==> src/rtl/response_sm_pkg.sv <==
`default_nettype none
// ---------------------------------------------------------------------------
// response_sm_pkg : shared constants and state encoding for response_sm
// Revision 1.0
// ---------------------------------------------------------------------------
package response_sm_pkg;

  localparam int WORD_W = 32;
  localparam int KEEP_W = WORD_W / 8;
  localparam logic [KEEP_W-1:0] TKEEP_ALL = 4'hF;

  localparam int IDX_IDLE      = 0;
  localparam int IDX_HDR_RC    = 1;
  localparam int IDX_HDR_RDC   = 2;
  localparam int IDX_DATA      = 3;
  localparam int IDX_WAIT_LAST = 4;
  localparam int IDX_DONE      = 5;
  localparam int NUM_STATES    = 6;

  typedef enum logic [NUM_STATES-1:0] {
    S_IDLE      = 6'(1 << IDX_IDLE),
    S_HDR_RC    = 6'(1 << IDX_HDR_RC),
    S_HDR_RDC   = 6'(1 << IDX_HDR_RDC),
    S_DATA      = 6'(1 << IDX_DATA),
    S_WAIT_LAST = 6'(1 << IDX_WAIT_LAST),
    S_DONE      = 6'(1 << IDX_DONE)
  } state_e;

  localparam logic [WORD_W-1:0] RC_OK      = 32'h0000_0000;
  localparam logic [WORD_W-1:0] RC_ILLEGAL = 32'h0000_0101;

endpackage
`default_nettype wire

==> src/rtl/response_sm_if.sv <==
`default_nettype none
// ---------------------------------------------------------------------------
// response_sm_if : requester, read-data and tx stream signals of response_sm
// Revision 1.0
// ---------------------------------------------------------------------------
interface response_sm_if #(
  parameter int CNT_W = 8
);
  import response_sm_pkg::*;

  logic [WORD_W-1:0] ser_num;
  logic              rsp_req;
  logic [WORD_W-1:0] rsp_code;
  logic [CNT_W-1:0]  rsp_cnt;
  logic              rsp_ack;
  logic              rsp_busy;
  logic              rsp_done;
  logic [WORD_W-1:0] rd_data;
  logic              rd_valid;
  logic              rd_ready;
  logic [WORD_W-1:0] tx_tdata;
  logic              tx_tvalid;
  logic [KEEP_W-1:0] tx_tkeep;
  logic              tx_tlast;
  logic              tx_tready;

  modport master (
    output ser_num, rsp_req, rsp_code, rsp_cnt, rd_data, rd_valid, tx_tready,
    input  rsp_ack, rsp_busy, rsp_done, rd_ready,
    input  tx_tdata, tx_tvalid, tx_tkeep, tx_tlast
  );

  modport slave (
    input  ser_num, rsp_req, rsp_code, rsp_cnt, rd_data, rd_valid, tx_tready,
    output rsp_ack, rsp_busy, rsp_done, rd_ready,
    output tx_tdata, tx_tvalid, tx_tkeep, tx_tlast
  );

endinterface
`default_nettype wire

==> src/rtl/response_sm.sv <==
`default_nettype none
// ---------------------------------------------------------------------------
// response_sm : frames RSN, RC, RDC, RD1..RDn onto a registered 32-bit stream
// Revision 1.0
// ---------------------------------------------------------------------------
module response_sm
  import response_sm_pkg::*;
#(
  parameter int CNT_W  = 8,
  parameter int DATA_W = 32
) (
  input  logic          clk,
  input  logic          reset,
  response_sm_if.slave  bus
);

  state_e state_q, state_d;

  logic [WORD_W-1:0] rc_q;
  logic [CNT_W-1:0]  cnt_q;
  logic [DATA_W-1:0] tdata_q;
  logic              tvalid_q;
  logic              tlast_q;
  logic [KEEP_W-1:0] tkeep_q;
  logic              ack_q;
  logic              busy_q;
  logic              done_q;

  logic can_load;
  logic tx_hs;
  logic rd_ready;
  logic rd_hs;

  // The single output register may take a new word when empty or draining.
  assign can_load = !tvalid_q || bus.tx_tready;
  assign tx_hs    = tvalid_q && bus.tx_tready;
  assign rd_ready = (state_q == S_DATA) && can_load;
  assign rd_hs    = rd_ready && bus.rd_valid;

  always_ff @(posedge clk or posedge reset) begin
    if (reset) begin
      state_q <= S_IDLE;
    end else begin
      state_q <= state_d;
    end
  end

  always_comb begin
    state_d = state_q;
    unique case (state_q)
      S_IDLE:      if (bus.rsp_req) state_d = S_HDR_RC;
      S_HDR_RC:    if (can_load) state_d = S_HDR_RDC;
      S_HDR_RDC:   if (can_load) state_d = (cnt_q == '0) ? S_WAIT_LAST : S_DATA;
      S_DATA:      if (rd_hs && (cnt_q == CNT_W'(1))) state_d = S_WAIT_LAST;
      S_WAIT_LAST: if (tx_hs && tlast_q) state_d = S_DONE;
      S_DONE:      state_d = S_IDLE;
      default:     state_d = S_IDLE;
    endcase
  end

  always_ff @(posedge clk or posedge reset) begin
    if (reset) begin
      rc_q     <= '0;
      cnt_q    <= '0;
      tdata_q  <= '0;
      tvalid_q <= 1'b0;
      tlast_q  <= 1'b0;
      tkeep_q  <= '0;
      ack_q    <= 1'b0;
      busy_q   <= 1'b0;
      done_q   <= 1'b0;
    end else begin
      ack_q  <= 1'b0;
      done_q <= 1'b0;
      // Drain first; any load below in the same cycle takes precedence.
      if (tx_hs) begin
        tvalid_q <= 1'b0;
        tlast_q  <= 1'b0;
        tkeep_q  <= '0;
      end
      case (state_q)
        S_IDLE: begin
          if (bus.rsp_req) begin
            rc_q     <= bus.rsp_code;
            cnt_q    <= bus.rsp_cnt;
            tdata_q  <= bus.ser_num;
            tvalid_q <= 1'b1;
            tlast_q  <= 1'b0;
            tkeep_q  <= TKEEP_ALL;
            ack_q    <= 1'b1;
            busy_q   <= 1'b1;
          end
        end
        S_HDR_RC: begin
          if (can_load) begin
            tdata_q  <= rc_q;
            tvalid_q <= 1'b1;
            tlast_q  <= 1'b0;
            tkeep_q  <= TKEEP_ALL;
          end
        end
        S_HDR_RDC: begin
          if (can_load) begin
            tdata_q  <= DATA_W'(cnt_q);
            tvalid_q <= 1'b1;
            tlast_q  <= (cnt_q == '0);
            tkeep_q  <= TKEEP_ALL;
          end
        end
        S_DATA: begin
          if (rd_hs) begin
            tdata_q  <= bus.rd_data;
            tvalid_q <= 1'b1;
            tlast_q  <= (cnt_q == CNT_W'(1));
            tkeep_q  <= TKEEP_ALL;
            if (cnt_q != '0) begin
              cnt_q <= cnt_q - CNT_W'(1);
            end
          end
        end
        S_WAIT_LAST: begin
          if (tx_hs && tlast_q) begin
            done_q <= 1'b1;
            busy_q <= 1'b0;
          end
        end
        default: ;
      endcase
    end
  end

  assign bus.rsp_ack   = ack_q;
  assign bus.rsp_busy  = busy_q;
  assign bus.rsp_done  = done_q;
  assign bus.rd_ready  = rd_ready;
  assign bus.tx_tdata  = tdata_q;
  assign bus.tx_tvalid = tvalid_q;
  assign bus.tx_tlast  = tlast_q;
  assign bus.tx_tkeep  = tkeep_q;

endmodule
`default_nettype wire

==> src/flat_wrapper.sv <==
// flat-port wrapper written by rule: the top's interface ports become plain ports
module response_sm_flat import response_sm_pkg::*;
#(
  parameter int CNT_W  = 8,
  parameter int DATA_W = 32
)
  (clk, reset, bus_ser_num, bus_rsp_req, bus_rsp_code, bus_rsp_cnt, bus_rd_data, bus_rd_valid, bus_tx_tready, bus_rsp_ack, bus_rsp_busy, bus_rsp_done, bus_rd_ready, bus_tx_tdata, bus_tx_tvalid, bus_tx_tkeep, bus_tx_tlast);
  response_sm_if #(.CNT_W(CNT_W)) bus_i ();
  input  logic clk;
  input  logic reset;
  input wire logic [$bits(bus_i.ser_num)-1:0] bus_ser_num;
  input wire logic [$bits(bus_i.rsp_req)-1:0] bus_rsp_req;
  input wire logic [$bits(bus_i.rsp_code)-1:0] bus_rsp_code;
  input wire logic [$bits(bus_i.rsp_cnt)-1:0] bus_rsp_cnt;
  input wire logic [$bits(bus_i.rd_data)-1:0] bus_rd_data;
  input wire logic [$bits(bus_i.rd_valid)-1:0] bus_rd_valid;
  input wire logic [$bits(bus_i.tx_tready)-1:0] bus_tx_tready;
  output wire logic [$bits(bus_i.rsp_ack)-1:0] bus_rsp_ack;
  output wire logic [$bits(bus_i.rsp_busy)-1:0] bus_rsp_busy;
  output wire logic [$bits(bus_i.rsp_done)-1:0] bus_rsp_done;
  output wire logic [$bits(bus_i.rd_ready)-1:0] bus_rd_ready;
  output wire logic [$bits(bus_i.tx_tdata)-1:0] bus_tx_tdata;
  output wire logic [$bits(bus_i.tx_tvalid)-1:0] bus_tx_tvalid;
  output wire logic [$bits(bus_i.tx_tkeep)-1:0] bus_tx_tkeep;
  output wire logic [$bits(bus_i.tx_tlast)-1:0] bus_tx_tlast;
  assign bus_i.ser_num = bus_ser_num;
  assign bus_i.rsp_req = bus_rsp_req;
  assign bus_i.rsp_code = bus_rsp_code;
  assign bus_i.rsp_cnt = bus_rsp_cnt;
  assign bus_i.rd_data = bus_rd_data;
  assign bus_i.rd_valid = bus_rd_valid;
  assign bus_i.tx_tready = bus_tx_tready;
  assign bus_rsp_ack = bus_i.rsp_ack;
  assign bus_rsp_busy = bus_i.rsp_busy;
  assign bus_rsp_done = bus_i.rsp_done;
  assign bus_rd_ready = bus_i.rd_ready;
  assign bus_tx_tdata = bus_i.tx_tdata;
  assign bus_tx_tvalid = bus_i.tx_tvalid;
  assign bus_tx_tkeep = bus_i.tx_tkeep;
  assign bus_tx_tlast = bus_i.tx_tlast;
  response_sm #(.CNT_W(CNT_W), .DATA_W(DATA_W)) u_core (.clk(clk), .reset(reset), .bus(bus_i));
endmodule
==> config.mk <==
export PLATFORM = sky130hd
export DESIGN_NAME = response_sm_flat
export DESIGN_NICKNAME = d
export VERILOG_FILES = /design/src/rtl/response_sm_pkg.sv /design/src/rtl/response_sm_if.sv /design/src/rtl/response_sm.sv /design/src/flat_wrapper.sv
export SDC_FILE = /design/constraint.sdc
export NUM_CORES = 1
export LEC_CHECK = 0
export CAP_MARGIN = 5
export CORE_ASPECT_RATIO = 2
export CORE_UTILIZATION = 40
export CTS_CLUSTER_DIAMETER = 150
export CTS_CLUSTER_SIZE = 10
export DETAILED_ROUTE_END_ITERATION = 10
export GPL_TIMING_DRIVEN = 0
export PLACE_DENSITY = 0.73
export SYNTH_ARGS = -nofsm -noshare
export SYNTH_HDL_FRONTEND = slang
export SYNTH_SLANG_ARGS = --single-unit
==> constraint.sdc <==
create_clock -name clk -period 9.39 [get_ports clk]
set_input_delay 2.3475 -clock clk [delete_from_list [all_inputs] [get_ports clk]]
set_output_delay 2.3475 -clock clk [all_outputs]
set_load 0.05 [all_outputs]
==> results.md <==
- Clk_skew: 0.006930 ns
- Max frequency: 161.2 MHz
- Post-Syn Nets: 563
- CTS tree: built
- Largest family of logic cells by synthesized area: simple AND/OR/NAND/NOR gates
- Via density: 5.446
- Hold endpoint: u_core.rc_q[17]
- Multiplexer share of the synthesized area: 8.705%
- Yosys top cell by area: dfrtp_1
- Min-delay src: u_core.rc_q[17]
- Synth Area in Adders: 0.8479%
- # IOs: 151
- Top_reg_cell synth: dfrtp_1
- PortBufs: 149
- Vias in the first global route: 4301
- Leak: 2.888 nW
- First-pass DRT Iterations: 8
- R2r endpoint: u_core.cnt_q[1]
- Post-cts sizing count: 0
- Worst-Margin Slew: 0.6596 ns
- Total gr overflow: 0
- CP startpoint kind: input port
- Arrival @ worst endpoint: 3.86 ns
- Reg clk slew, reported paths: 0.06 ns
- Rel. slew slack: 55.73%
- Hold Crit Class: reg2reg
- Most common cell after layout, fill and taps aside: clkdlybuf4s50_1
- Die height: 150.8 µm
- Fin area: 6430 µm²
- Initial antenna violation count: 0
- Row cnt: 54
- Avg Cell Area, Syn: 9.815 µm²
- Clock root buffer: clkbuf_16
- Die area: 11520 µm²
- Fillers: 960
- Xor/xnor share of the synthesized area: 0.3957%
- Final TNS setup: 0 ns
- GRT Total Usage: 25.83%
- WHS Path Cells: 2
- Largest cells by area after synthesis: dfrtp_1 49%, nand2_1 9.7%, mux2i_1 5.7%, a222oi_1 5.4%, nor2_1 2.5%
- Worst-case clock buffer depth: 2
- Worst R2R Start: u_core.state_q[4]
- Final Wtd Congestion: 0.9201
- Final Cycle Share: 66.08%
- Setup violations, final: 0
- # placed instances: 741
- Worst-skew pair later-pin latency: 0.34 ns
- Synth Register Bits: 87
- Worst hold slack: 0.4708 ns
- Required @ worst endpoint: 7.04 ns
- Sequential Area: 2178 µm²
- Worst reg-to-reg path cell count: 5
- Cells after synthesis: 451
- Clock period minus worst slack: 6.205 ns
- Distinct cells, synth: 53
- Nets: 724
- Antenna cells: 0
- Reg2reg setup slack: 7.01 ns
- Post-synth ARST share: 100.0%
- Crit Path Category: in2out
- Fin. max-slew vios: 0
- Multi-input logic area: 1968 µm²
- Synth top area share: 48.62%
- Pwr/cell area: 388.4 nW/µm²
- Largest net degree at the start of global routing: 59
- Initial core utilization: 40.95%
- Post-synthesis compound-gate area fraction: 16.42%
- Non-Filler Instances: 757
- Post-DRT Antenna Nets: 0
- Seq/Total Area, Yosys: 49.21%
- Max Cap Viol: 0
- Core area: 10810 µm²
- DR WL/cell: 18.85 µm
- RSZ-0062 raised after global routing: no
- Postcts setup bufs: 0
- DP Wirelength: 11050 µm
- Die extent in x: 76.39 µm
- CTS buffer count: 9
- Status: complete, no violations
- Post-DP Area: 6123 µm²
- Commonest non-fill, non-tap cells in the layout: 149 x clkdlybuf4s50_1, 114 x nand2_1, 86 x dfrtp_1
- Share of layout cells above drive strength 1: 9.562%
- First-pass GRT wire length: 22560 µm
- Initial DRC count: 262
- VDD IR max: 0.0002441 V
- Max FO, Critical Path: 9
- Design Power: 2.497 mW
- Final WL: 14270 µm
- Vias: 4123
- Clk sinks: 87
- Final hold viol count: 0
- Worst setup EP type: output pin
- P&R area growth vs syn: 45.25%
- Htree depth: 3
- Synth warnings: 0
- Netlist Area Pre-Place: 4427 µm²
- Hold buffers post-CTS: 0
- EDFF count, synth: 0
- Post-Synth Simple-Gate Area: 18.09%
- Remaining DRCs: 0
sequential cells by signal, indices dropped and copies added (netlist names), 4 cells and up:
signal / cells
u_core.bus.tx_tdata: 32
u_core.bus.tx_tkeep: 4
u_core.cnt_q: 8
u_core.rc_q: 32
u_core.state_q: 6
layout make-up:
type | count | share of cell area [%]
Tap cell | 140 | 2.724
Clock buffer | 10 | 3.717
Timing Repair Buffer | 150 | 23.62
Sequential cell | 87 | 33.88
Clock inverter | 6 | 1.051
Inverter | 28 | 1.673
Multi-Input combinational cell | 304 | 30.61
Buffer | 32 | 2.724
cell usage after synthesis, types with 2 or more instances:
| library cell | number |
|---|---|
| clkbuf_1 | 11 |
| mux2_2 | 4 |
| o31ai_1 | 2 |
| mux2i_1 | 25 |
| a222oi_1 | 24 |
| nor2b_1 | 6 |
| dfrtp_1 | 86 |
| o22ai_1 | 3 |
| mux2_4 | 6 |
| ha_1 | 3 |
| nor4_4 | 2 |
| a221o_1 | 10 |
| and3_1 | 5 |
| buf_6 | 3 |
| clkbuf_2 | 3 |
| a21oi_1 | 11 |
| nand2_1 | 114 |
| o21a_1 | 5 |
| nor3_1 | 3 |
| nand3_1 | 4 |
| and2_1 | 2 |
| nor2_1 | 29 |
| nor4_1 | 2 |
| inv_1 | 28 |
| o21ai_0 | 11 |
| xor2_1 | 2 |
| buf_2 | 14 |
| a22oi_1 | 8 |
power breakdown:
group	switching (mW)	total (mW)	leakage, nW	internal (mW)
Sequential	0.123	0.684	1.06	0.562
Clock	0.150	0.365	0.145	0.215
Combinational	0.869	1.45	1.68	0.579
Total	1.14	2.50	2.89	1.36
kinds of logic (layout without fill, tap and decap cells):
logic type | count (synthesis) | in the layout
mux | 35 | 35
simple gates | 177 | 177
flops | 87 | 87
compound gates | 87 | 87
buf+inv | 60 | 226
xor+xnor | 2 | 2
fa+ha+maj | 3 | 3
how the worst max path moves through the flow:
stage | slack (ns) | endpoint | start
after detailed placement | 3.19 | bus_rd_ready | bus_tx_tready
after global placement | 3.18 | bus_rd_ready | bus_tx_tready
final | 3.19 | bus_rd_ready | bus_tx_tready
after CTS | 3.18 | bus_rd_ready | bus_tx_tready
after floorplan | 3.55 | bus_rd_ready | bus_tx_tready
after global routing | 3.08 | bus_rd_ready | bus_tx_tready
metal layers:
layer  track usage [%]  share of wire [%]
met3             3.434                3.9
met4             15.10                4.4
met2             49.95                 57
met5                 0                  0
met1             26.03                 35
critical path, stage by stage:
cell	delay, ns
clkbuf_1	0.25
nor2b_1	0.09
clkbuf_1	0.22
nor2_1	0.15
clkdlybuf4s50_1	0.81
per-stage QoR:
stage / utilization [%] / worst slack [ns]
2_1_floorplan: - / 3.554
3_3_place_gp: 56.37 / 3.185
3_5_place_dp: 56.64 / 3.193
4_1_cts: 59.48 / 3.176
5_1_grt: 59.48 / 3.079
6_report: 59.48 / 3.185
Power figures use the tool's default switching activity.
